## config.mk

```make
export PLATFORM = sky130hd
export DESIGN_NAME = rex_game_ctrl
export DESIGN_NICKNAME = d
export VERILOG_FILES = /design/src/rtl/rex_pkg.sv /design/src/rtl/rex_debounce.sv /design/src/rtl/rex_game_ctrl.sv
export SDC_FILE = /design/constraint.sdc
export NUM_CORES = 1
export LEC_CHECK = 0
export CORE_MARGIN = 1
export CORE_UTILIZATION = 40
export CTS_CLUSTER_SIZE = 30
export DETAILED_ROUTE_END_ITERATION = 6
export PLACE_DENSITY = 0.66
export SYNTH_ARGS = -nofsm -noshare
export SYNTH_HDL_FRONTEND = slang
export SYNTH_HIERARCHICAL = 1
export SYNTH_SLANG_ARGS = --single-unit
```

## constraint.sdc

```tcl
create_clock -name ClkPort -period 4.7 [get_ports ClkPort]
set_input_delay 0.47 -clock ClkPort [delete_from_list [all_inputs] [get_ports ClkPort]]
set_output_delay 0.47 -clock ClkPort [all_outputs]
set_load 0.03 [all_outputs]
```

## src/rtl/rex_pkg.sv

```systemverilog
// Shared definitions for the rex game: state codes, Ld bit positions and
// button indices, reused by the controller and the VGA renderer.
package rex_pkg;

  typedef enum logic [2:0] {
    ST_INIT  = 3'd0,
    ST_RUN   = 3'd1,
    ST_JUMP  = 3'd2,
    ST_DUCK  = 3'd3,
    ST_PAUSE = 3'd4,
    ST_DEAD  = 3'd5
  } rex_state_e;

  localparam int LD_INIT  = 0;
  localparam int LD_RUN   = 1;
  localparam int LD_JUMP  = 2;
  localparam int LD_DUCK  = 3;
  localparam int LD_PAUSE = 4;
  localparam int LD_DEAD  = 5;

  localparam int NUM_BTN   = 4;
  localparam int BTN_START = 0;
  localparam int BTN_JUMP  = 1;
  localparam int BTN_DUCK  = 2;
  localparam int BTN_PAUSE = 3;

  // One-hot Ld pattern for a state.
  function automatic logic [5:0] state_to_ld(rex_state_e s);
    logic [5:0] ld;
    ld = '0;
    case (s)
      ST_INIT:  ld[LD_INIT]  = 1'b1;
      ST_RUN:   ld[LD_RUN]   = 1'b1;
      ST_JUMP:  ld[LD_JUMP]  = 1'b1;
      ST_DUCK:  ld[LD_DUCK]  = 1'b1;
      ST_PAUSE: ld[LD_PAUSE] = 1'b1;
      ST_DEAD:  ld[LD_DEAD]  = 1'b1;
      default:  ld = '0;
    endcase
    return ld;
  endfunction

  // States in which the game world moves (divider counts, score grows).
  function automatic logic is_active(rex_state_e s);
    return (s == ST_RUN) || (s == ST_JUMP) || (s == ST_DUCK);
  endfunction

endpackage

```

## src/rtl/rex_debounce.sv

```systemverilog
// Button conditioner: 2-flop synchroniser, stability debouncer and a
// registered one-cycle pulse on the debounced rising edge.
module rex_debounce #(
  parameter int DEB_CYCLES = 65536
) (
  input  logic i_clk,
  input  logic i_srst,
  input  logic i_btn,
  output logic o_level,
  output logic o_rise
);

  localparam int CNT_W = (DEB_CYCLES > 1) ? $clog2(DEB_CYCLES) : 1;
  localparam logic [CNT_W-1:0] CNT_LAST = CNT_W'(DEB_CYCLES - 1);

  logic             r_sync1;
  logic             r_sync2;
  logic             r_level;
  logic             r_rise;
  logic [CNT_W-1:0] r_cnt;

  // Synchronise, then flip the level once the input has disagreed with it
  // for DEB_CYCLES consecutive cycles; any agreeing cycle restarts the count.
  always_ff @(posedge i_clk) begin
    if (i_srst) begin
      r_sync1 <= 1'b0;
      r_sync2 <= 1'b0;
      r_level <= 1'b0;
      r_rise  <= 1'b0;
      r_cnt   <= '0;
    end else begin
      r_sync1 <= i_btn;
      r_sync2 <= r_sync1;
      r_rise  <= 1'b0;
      if (r_sync2 != r_level) begin
        if (r_cnt == CNT_LAST) begin
          r_level <= r_sync2;
          r_rise  <= r_sync2;
          r_cnt   <= '0;
        end else begin
          r_cnt <= r_cnt + 1'b1;
        end
      end else begin
        r_cnt <= '0;
      end
    end
  end

  assign o_level = r_level;
  assign o_rise  = r_rise;

endmodule

```

## src/rtl/rex_game_ctrl.sv

```systemverilog
// Rex runner game controller: button conditioning, game FSM, move-tick
// divider, jump arc, score and high score.
module rex_game_ctrl
  import rex_pkg::*;
#(
  parameter int DIV_W      = 20,
  parameter int JUMP_TICKS = 16,
  parameter int SCORE_W    = 16,
  parameter int DEB_CYCLES = 65536
) (
  input  logic                          ClkPort,
  input  logic                          Reset,
  input  logic                          BtnStart,
  input  logic                          BtnJump,
  input  logic                          BtnDuck,
  input  logic                          BtnPause,
  input  logic                          Collide,
  output logic [5:0]                    Ld,
  output logic                          move_tick,
  output logic [SCORE_W-1:0]            score,
  output logic [SCORE_W-1:0]            hi_score,
  output logic [$clog2(JUMP_TICKS)-1:0] jump_height
);

  localparam int JC_W = $clog2(JUMP_TICKS);
  localparam logic [JC_W-1:0] JC_LAST = JC_W'(JUMP_TICKS - 1);
  localparam logic [JC_W-1:0] JC_HALF = JC_W'(JUMP_TICKS / 2);

  logic [NUM_BTN-1:0] w_btn_raw;
  logic [NUM_BTN-1:0] w_level;
  logic [NUM_BTN-1:0] w_rise;
  logic               w_unused;

  rex_state_e         r_state;
  rex_state_e         r_saved;
  rex_state_e         w_state_next;
  rex_state_e         w_saved_next;
  rex_state_e         w_motion;
  logic [DIV_W-1:0]   r_div;
  logic [JC_W-1:0]    r_jump_cnt;
  logic [JC_W-1:0]    w_jc_next;
  logic [SCORE_W-1:0] r_score;
  logic [SCORE_W-1:0] r_hi_score;
  logic               w_tick;
  logic               w_clear_score;
  logic               w_enter_dead;

  assign w_btn_raw = {BtnPause, BtnDuck, BtnJump, BtnStart};

  genvar gi;
  generate
    for (gi = 0; gi < NUM_BTN; gi++) begin : g_btn
      rex_debounce #(.DEB_CYCLES(DEB_CYCLES)) u_deb (
        .i_clk   (ClkPort),
        .i_srst  (Reset),
        .i_btn   (w_btn_raw[gi]),
        .o_level (w_level[gi]),
        .o_rise  (w_rise[gi])
      );
    end
  endgenerate

  // Duck acts on its level; the others act only on their rising-edge pulse.
  assign w_unused = ^{w_level[BTN_START], w_level[BTN_JUMP],
                      w_level[BTN_PAUSE], w_rise[BTN_DUCK]};

  // A tick is the last divider count, only while the world is moving.
  assign w_tick = is_active(r_state) && (r_div == '1);

  // State register plus the state to resume when leaving PAUSE.
  always_ff @(posedge ClkPort) begin
    if (Reset) begin
      r_state <= ST_INIT;
      r_saved <= ST_RUN;
    end else begin
      r_state <= w_state_next;
      r_saved <= w_saved_next;
    end
  end

  // Next state with Collide > Pause > Jump > Duck. A tick in the pause
  // cycle still advances the jump, so the saved state reflects that step.
  always_comb begin
    w_state_next  = r_state;
    w_saved_next  = r_saved;
    w_motion      = r_state;
    w_jc_next     = r_jump_cnt;
    w_clear_score = 1'b0;
    w_enter_dead  = 1'b0;
    case (r_state)
      ST_INIT, ST_DEAD: begin
        if (w_rise[BTN_START]) begin
          w_state_next  = ST_RUN;
          w_clear_score = 1'b1;
        end
      end
      ST_PAUSE: begin
        if (w_rise[BTN_PAUSE]) w_state_next = r_saved;
      end
      ST_RUN, ST_JUMP, ST_DUCK: begin
        if (Collide) begin
          w_state_next = ST_DEAD;
          w_enter_dead = 1'b1;
        end else begin
          if (r_state == ST_JUMP && w_tick) begin
            if (r_jump_cnt == JC_LAST) begin
              w_motion  = ST_RUN;
              w_jc_next = '0;
            end else begin
              w_jc_next = r_jump_cnt + 1'b1;
            end
          end
          if (w_rise[BTN_PAUSE]) begin
            w_state_next = ST_PAUSE;
            w_saved_next = w_motion;
          end else if (r_state == ST_JUMP) begin
            w_state_next = w_motion;
          end else if (w_rise[BTN_JUMP]) begin
            w_state_next = ST_JUMP;
            w_jc_next    = '0;
          end else if (r_state == ST_RUN && w_level[BTN_DUCK]) begin
            w_state_next = ST_DUCK;
          end else if (r_state == ST_DUCK && !w_level[BTN_DUCK]) begin
            w_state_next = ST_RUN;
          end
        end
      end
      default: w_state_next = ST_INIT;
    endcase
  end

  // Outputs decoded straight from registers.
  always_comb begin
    Ld          = state_to_ld(r_state);
    move_tick   = w_tick;
    jump_height = '0;
    if (r_state == ST_JUMP || (r_state == ST_PAUSE && r_saved == ST_JUMP)) begin
      jump_height = (r_jump_cnt < JC_HALF) ? r_jump_cnt : (JC_LAST - r_jump_cnt);
    end
  end

  // Divider runs while moving, freezes in PAUSE, clears otherwise.
  always_ff @(posedge ClkPort) begin
    if (Reset) begin
      r_div      <= '0;
      r_jump_cnt <= '0;
    end else begin
      r_jump_cnt <= w_jc_next;
      if (is_active(r_state)) begin
        r_div <= r_div + 1'b1;
      end else if (r_state != ST_PAUSE) begin
        r_div <= '0;
      end
    end
  end

  // Saturating score; the collision cycle does not score, and the high
  // score captures the final value on the way into DEAD.
  always_ff @(posedge ClkPort) begin
    if (Reset) begin
      r_score    <= '0;
      r_hi_score <= '0;
    end else begin
      if (w_clear_score) begin
        r_score <= '0;
      end else if (w_tick && !Collide && r_score != '1) begin
        r_score <= r_score + 1'b1;
      end
      if (w_enter_dead && r_score > r_hi_score) begin
        r_hi_score <= r_score;
      end
    end
  end

  assign score    = r_score;
  assign hi_score = r_hi_score;

endmodule

```

# ---- Word-level counts from Yosys, hierarchy flattened
# Cells that the tools add are included.
dict set report totals {
  ff_bits 141
  latchBits 0
  ram_bits 0
  rom_bits 0
  in_bits 7
  out_inout_bits 43
  word_cells 126
  n_memories 0
}
dict set report classes {
  n_addsub 8
  mul 0
  n_div 0
  n_lt_le_gt_ge 2
  n_eq_ne 21
  shifts 0
  mux 30
  bitwise 8
  reduce_logical 32
}
# op count
set ops {}
lappend ops {{16-bit by 1-bit adder with 16-bit output (second input constant)} 5}
lappend ops {{16-bit == test (second input constant)} 4}
lappend ops {{20-bit 2-to-1 mux} 2}
lappend ops {{3-bit 2-to-1 mux} 10}
lappend ops {{4-bit 2-to-1 mux} 7}
lappend ops {{3-bit OR reduction} 8}
lappend ops {{20-bit by 1-bit adder with 20-bit output (second input constant)} 1}
lappend ops {{20-bit == test (second input constant)} 1}
lappend ops {{16-bit greater-than comparator} 1}
lappend ops {{16-bit inequality test (second input constant)} 1}
lappend ops {{1-bit 2-to-1 mux} 10}
lappend ops {{2-bit AND reduction} 5}
lappend ops {{3-bit by 2-bit == test with 1-bit output (second input constant)} 3}
lappend ops {{3-bit case mux with 3 select lines} 1}
lappend ops {{1-bit logical AND} 8}
lappend ops {{1-bit inverter} 8}
lappend ops {{7-bit by 5-bit inequality test with 1-bit output (second input constant)} 1}
lappend ops {{3-bit == test (second input constant)} 2}
lappend ops {{3-bit AND reduction} 2}
lappend ops {{4-bit by 1-bit adder with 4-bit output (second input constant)} 1}
lappend ops {{4-bit == test (second input constant)} 1}
lappend ops {{4-bit less-than comparator (second input constant)} 1}
lappend ops {{1-bit inequality test} 4}
lappend ops {{2-bit by 1-bit inequality test with 1-bit output (second input constant)} 2}
lappend ops {{other kinds (8)} 12}

# ---- Depth between registers and ports, before layout
dict set report logic_depth {
  word_depth 10
  depth_mapped 8
  depth_no_buf 7
}

# ---- By module
# Netlist, hierarchy kept.
# module n_inst cells_each area_per_inst_um2 seq_area_each_um2
set by_module_without_submodules {}
lappend by_module_without_submodules {rex_debounce 4 92 910.9 400.4}
lappend by_module_without_submodules {rex_game_ctrl 1 443 3607.2 1241.2}

# ---- Worst setup path after synthesis
# Ideal clock, no wire load.
dict set report synth_timing {
  path_kind {flip-flop to flip-flop}
  start {register r_hi_score[15] (netlist: hi_score[15])}
  end {register r_hi_score[0] (netlist: hi_score[0])}
  setup_time_ns 0.072
  t_arrival_ns 2.655
  path_slack_ns 1.973
  stages_incl_launch_ff 9
  period_less_slack_ns 2.727
  path_cell_list {dfxtp_1 > inv_1 > ha_1 > nand4_1 > or4_1 > a21o_1 > a31oi_2 > buf_2 > mux2i_1}
}
dict set report synth_via {
  elab_chain_cells 2
}
# item line
set synth_lines {}
lappend synth_lines {{start, declared} rex_game_ctrl.sv:43} ;# logic [SCORE_W-1:0] r_hi_score;
lappend synth_lines {{start signal, assigned} rex_game_ctrl.sv:170} ;# r_hi_score <= r_score;
lappend synth_lines {{16-bit greater-than comparator} rex_game_ctrl.sv:169} ;# if (w_enter_dead && r_score > r_hi_score) begin
lappend synth_lines {{1-bit logical AND} rex_game_ctrl.sv:169}
# No other way between the ends.
# A chain may end at the register's enable or synchronous reset.

# ---- Worst setup path in the final report
dict set report layout_timing {
  start {register r_div[0]}
  end {output port move_tick}
}
dict set report layout_via {
  elab_chain_cells 2
}
# item line
set layout_lines {}
lappend layout_lines {{start, declared} rex_game_ctrl.sv:39} ;# logic [DIV_W-1:0] r_div;
lappend layout_lines {{start signal, assigned} rex_game_ctrl.sv:150} ;# r_div <= r_div + 1'b1;
lappend layout_lines {{20-bit == test} rex_game_ctrl.sv:68} ;# assign w_tick = is_active(r_state) && (r_div == '1);
lappend layout_lines {{1-bit logical AND} rex_game_ctrl.sv:68}
lappend layout_lines {{end, declared} rex_game_ctrl.sv:19} ;# output logic move_tick,
# No other way between the ends.

==> results.ini <==
[placement]
port_buffers=48
placed_area_mm2=0.00777
post-dp-hpwl_um=10300
dp_cells=1053
gp_congestion=0.817

[layout]
fill_cells=1653
n_antenna_cell=0
final_common_cell=dfxtp_1
final_layout_size_suffix_gt1_share_pct=11.2
finalNonFillerCells=1085
final_area_mm2=0.00836
fin_util_pct=47.8
nNetsFinal=878
layout.cells.most_common_list=dfxtp_1, nor2_1, clkdlybuf4s50_1
area_delta_synth_final_pct=15.8

[worst_hold_path]
hold_class=input port to flip-flop
hold_depth=2

[timing]
hold_viol=0
post-route-min-period_ps=3280
worst_pin_slew_ps=1050
rsz0062_at_grt=false
drv_slew=0
timing.setup.tns_ps=0
period_share_pct=69.7
max-slew-margin-rel_pct=29.6
max_freq_mhz=305
fin_worst_skew_ps=7.59
setup_viol=0

[clock_network]
postCtsSetupRepairBufs=0
root_buffer=clkbuf_16
post_cts_resize_count=0
path_clk_slew_ps=50
cts.sinks=141
cts_tree=built
numCtsBuffers=17
clk_latency_ps=410
cts_buffer_depth=2
h-tree-depth=4
ctsHoldBuffers=0

[worst_setup_path]
crit_path_start_kind=flip-flop
cp.arrival_ps=2810
critPathMaxStageDelay_ps=750
crit_chain=ha_1, and4_1, nand4_1, nor3_1, clkdlybuf4s50_1
critPathMaxFanout=9
r2r.worst_path.cells=5
r2r_slack_ps=1930
slowest_stage=clkdlybuf4s50_1
worst-setup-path-type=flip-flop to output pin
required_ps=4230
cp-end-kind=output pin

[job]
drv_cap=0

[route]
wire_per_inst_um=13.5
drc_errors=0
drt_iter0_drc=259
routed_wl_um=14700
num_vias=5650
dr.pass1.iters=6
via_per_inst=5.21
ant_nets=0

[power]
power.total_uw=2760
power_density_mw_per_mm2=331
leakage_uw=0.00278
peakVddDrop_v=0.000281

[logic_synthesis]
synthesis.area_mm2=0.00722
syn_area_per_cell_um2=8.94
ys_warn_count=6
synth_cells=808
synthesis.nets=839

[status]
status=finished clean

[die]
dieArea_mm2=0.0186
io_pins=50
die_h_um=136
die_w_um=136
fp-row-count=48
start_util_pct=41.3
core_area_mm2=0.0175

[grt]
use_met1_pct=21.9
grt_overflow=0
grt_pass1_vias=5153
antenna_found_initial=0
busiest_layer=met2
met3_usage_pct=4.70
grt_pass1_wl_um=25000
grt.total_usage_pct=17.0
grt_max_degree=52
met2_usage_pct=27.0

-- worst paths after layout --
path	to	start
worst max-delay path	move_tick	r_div[0]$_SDFFE_PP0P_
worst min-delay path	g_btn[0].u_deb/r_sync1$_SDFF_PP0_	Reset
worst max register to register	score[5]$_SDFFE_PP0P_	r_state[0]$_SDFFE_PP0P_
worst min register to register	g_btn[1].u_deb/r_sync2$_SDFF_PP0_	g_btn[1].u_deb/r_sync1$_SDFF_PP0_
-- worst max-delay path, delay by kind of cell, from the launching register on --
family	cells	cell delay, ps
fa+ha+maj	1	210
buf+inv	1	750
flops	1	360
simple gates	3	1080
-- area by class of cell --
type                       count  area, um2  area share (%)
timing repair buffer          50        490            5.87
tap                          225        282            3.37
multi-input combinational    599       4040            48.3
inverter                      38        143            1.71
clock buffer                  26        529            6.33
clock inverter                 6       55.1           0.659
sequential                   141       2820            33.8
-- per-layer routing --
layer / share of wire [%] / vias up
met4: 0.80 / 0
met3: 3.9 / 8
met1: 49 / 2641
li1: - / 2904
met5: 0 / -
met2: 47 / 97
-- metrics by stage --
stage | setup WS [ps] | hold slack (ps)
after floorplan | 1970 | 414
after global placement | 1900 | 425
after detailed placement | 1810 | 421
after CTS | 1350 | 406
after global routing | 1130 | 424
final | 1420 | 425
-- registers in the layout, indices dropped and copies added (netlist names) --
register / cells
g_btn.u_deb/r_sync1: 4
g_btn.u_deb/r_sync2: 4
r_saved: 3
g_btn.u_deb/o_level: 4
r_jump_cnt: 4
hi_score: 16
r_state: 3
score: 16
g_btn.u_deb/r_cnt: 64
r_div: 20
g_btn.u_deb/o_rise: 3
-- report_power, final --
group | switching, uW | internal (uW) | total, uW
Clock | 478 | 822 | 1300
Sequential | 32.5 | 1210 | 1240
Combinational | 143 | 78.2 | 221
(Power assumes the default switching activity.)
==> patch (config.mk and constraints unchanged) <==
`SCORE_W`: 16 -> 12.
--- a/src/rtl/rex_game_ctrl.sv
+++ b/src/rtl/rex_game_ctrl.sv
@@ -5,7 +5,7 @@
 #(
   parameter int DIV_W      = 20,
   parameter int JUMP_TICKS = 16,
-  parameter int SCORE_W    = 16,
+  parameter int SCORE_W    = 12,
   parameter int DEB_CYCLES = 65536
 ) (
   input  logic                          ClkPort,
Ports: changed (resized hi_score and score); port bits go from 50 to 42. No check against the original RTL was run, so the function may have changed too.
==> patch against the unedited design <==
- routed wire length decreased by 11%
- sequential cell count decreased by 8
- die area decreased by 5.1%
- setup slack improved by 0.028 ns
- clock skew increased by 0.00073 ns
- synthesized area decreased by 5.2%
- clock power increased by 7%
- sequential share of layout area decreased by 0.28 points
- highest routed layer unchanged
- total power increased by 0.25%
- cell area decreased by 4.9%
- largest power group unchanged
==> patch: results (changes against the unedited design) <==
YOSYS
-------------------------------------------------------------------------------
Net count after synthesis                                                   782   -6.8%
Post-synthesis instance total                                               755   -6.6%

SETUP PATH
-------------------------------------------------------------------------------
Worst reg-to-reg setup slack                                            2.13 ns   +0.20 ns
Worst Path Arrival                                                      2.78 ns   -0.03 ns
Critical register-to-register path startpoint                        r_state[2]
Max incr delay on CP                                                    0.68 ns   -0.07 ns

PLACE
-------------------------------------------------------------------------------
Cells after DPL                                                             989   -6.1%
Detailed Place HPWL                                                9050 microns   -12%
Final weighted congestion of routability-driven global placement         0.7675   -6.1%

GLOBAL ROUTING
-------------------------------------------------------------------------------
Vias in the first global route                                            4,853   -5.8%
GRT Util Overall                                                         15.79%   -1.2 points
Pin count of the biggest net entering global routing                         37   -29%

DRT
-------------------------------------------------------------------------------
Detailed-router iteration count before antenna repair                         4   -2
Met2 wirelength from detailed routing                              5903 microns   -13%
Final wirelength                                                   13,000 microns   -11%
Wire length on met3                                                 587 microns   +1.7%

FINAL LAYOUT
-------------------------------------------------------------------------------
Share of post-route cells with drive strength above 1                    12.73%   +1.6 points
Number of nets in the layout                                                815   -7.2%

HOLD PATH
-------------------------------------------------------------------------------
Worst Min Path Start                                               g_btn[0].u_deb/r_sync1
Hold Path Sink                                                     g_btn[0].u_deb/r_sync2
Worst Hold Class                                                     reg -> reg

PWR
-------------------------------------------------------------------------------
Static power due to leakage                                            2.709 nW   -2.4%
Worst vdd ir                                                        0.0002727 V   -3.0%

OUTCOME
-------------------------------------------------------------------------------
Outcome                                                            complete, no violations

TIMING
-------------------------------------------------------------------------------
Maximum clock skew at final layout                                  0.008316 ns   +0.0007283 ns

[patch: worst max path at each step]
stage	startpoint	slack, ns	depth (start not counted)	end
after CTS	r_state[2]	1.44	4	move_tick
final	r_state[2]	1.45	4	move_tick
after floorplan	r_state[2]	2.30	5	jump_height[2]
after detailed placement	r_state[2]	1.90	4	move_tick
after global routing	r_state[2]	1.28	4	move_tick
after global placement	r_state[2]	1.95	4	move_tick
[patch: critical path: cells and delay by family, from the launching register on]
| family | cells | cell delay, ns |
|---|---|---|
| AO/OA/AOI/OAI | 1 | 0.51 |
| flip-flops | 1 | 0.54 |
| AND/OR/NAND/NOR | 2 | 0.63 |
| buffers and inverters | 1 | 0.68 |
[patch: layout make-up]
| type | count | area share (%) |
|---|---|---|
| well taps | 220 | 3.462 |
| flip-flops and latches | 133 | 33.49 |
| multi-input cells | 566 | 48.65 |
| repair buffers | 42 | 5.161 |
| inverters | 28 | 1.322 |
| clock buffers | 22 | 6.090 |
| clock inverters | 10 | 1.825 |
[patch: routing by layer]
layer / GRT usage [%] / vias to the layer above
met5: 0 / -
met4: 5.939 / 0
met3: 4.866 / 22
met2: 25.04 / 83
met1: 20.01 / 2423
li1: - / 2706
[patch: metrics by stage]
stage	cell area [sq um]	power (mW)	hold WS, ns
2_1_floorplan	6848	1.345	0.4138
3_3_place_gp	7322	1.402	0.4274
3_5_place_dp	7322	1.403	0.4272
4_1_cts	7951	2.806	0.4408
5_1_grt	7951	2.881	0.4592
6_report	7951	2.771	0.4412
[patch: power breakdown]
part / switching (mW) / leakage (nW) / internal [mW] / total, mW
combinational: 0.133 / 1.33 / 0.0741 / 0.207
clock: 0.499 / 0.303 / 0.894 / 1.39
sequential: 0.0309 / 1.07 / 1.14 / 1.17
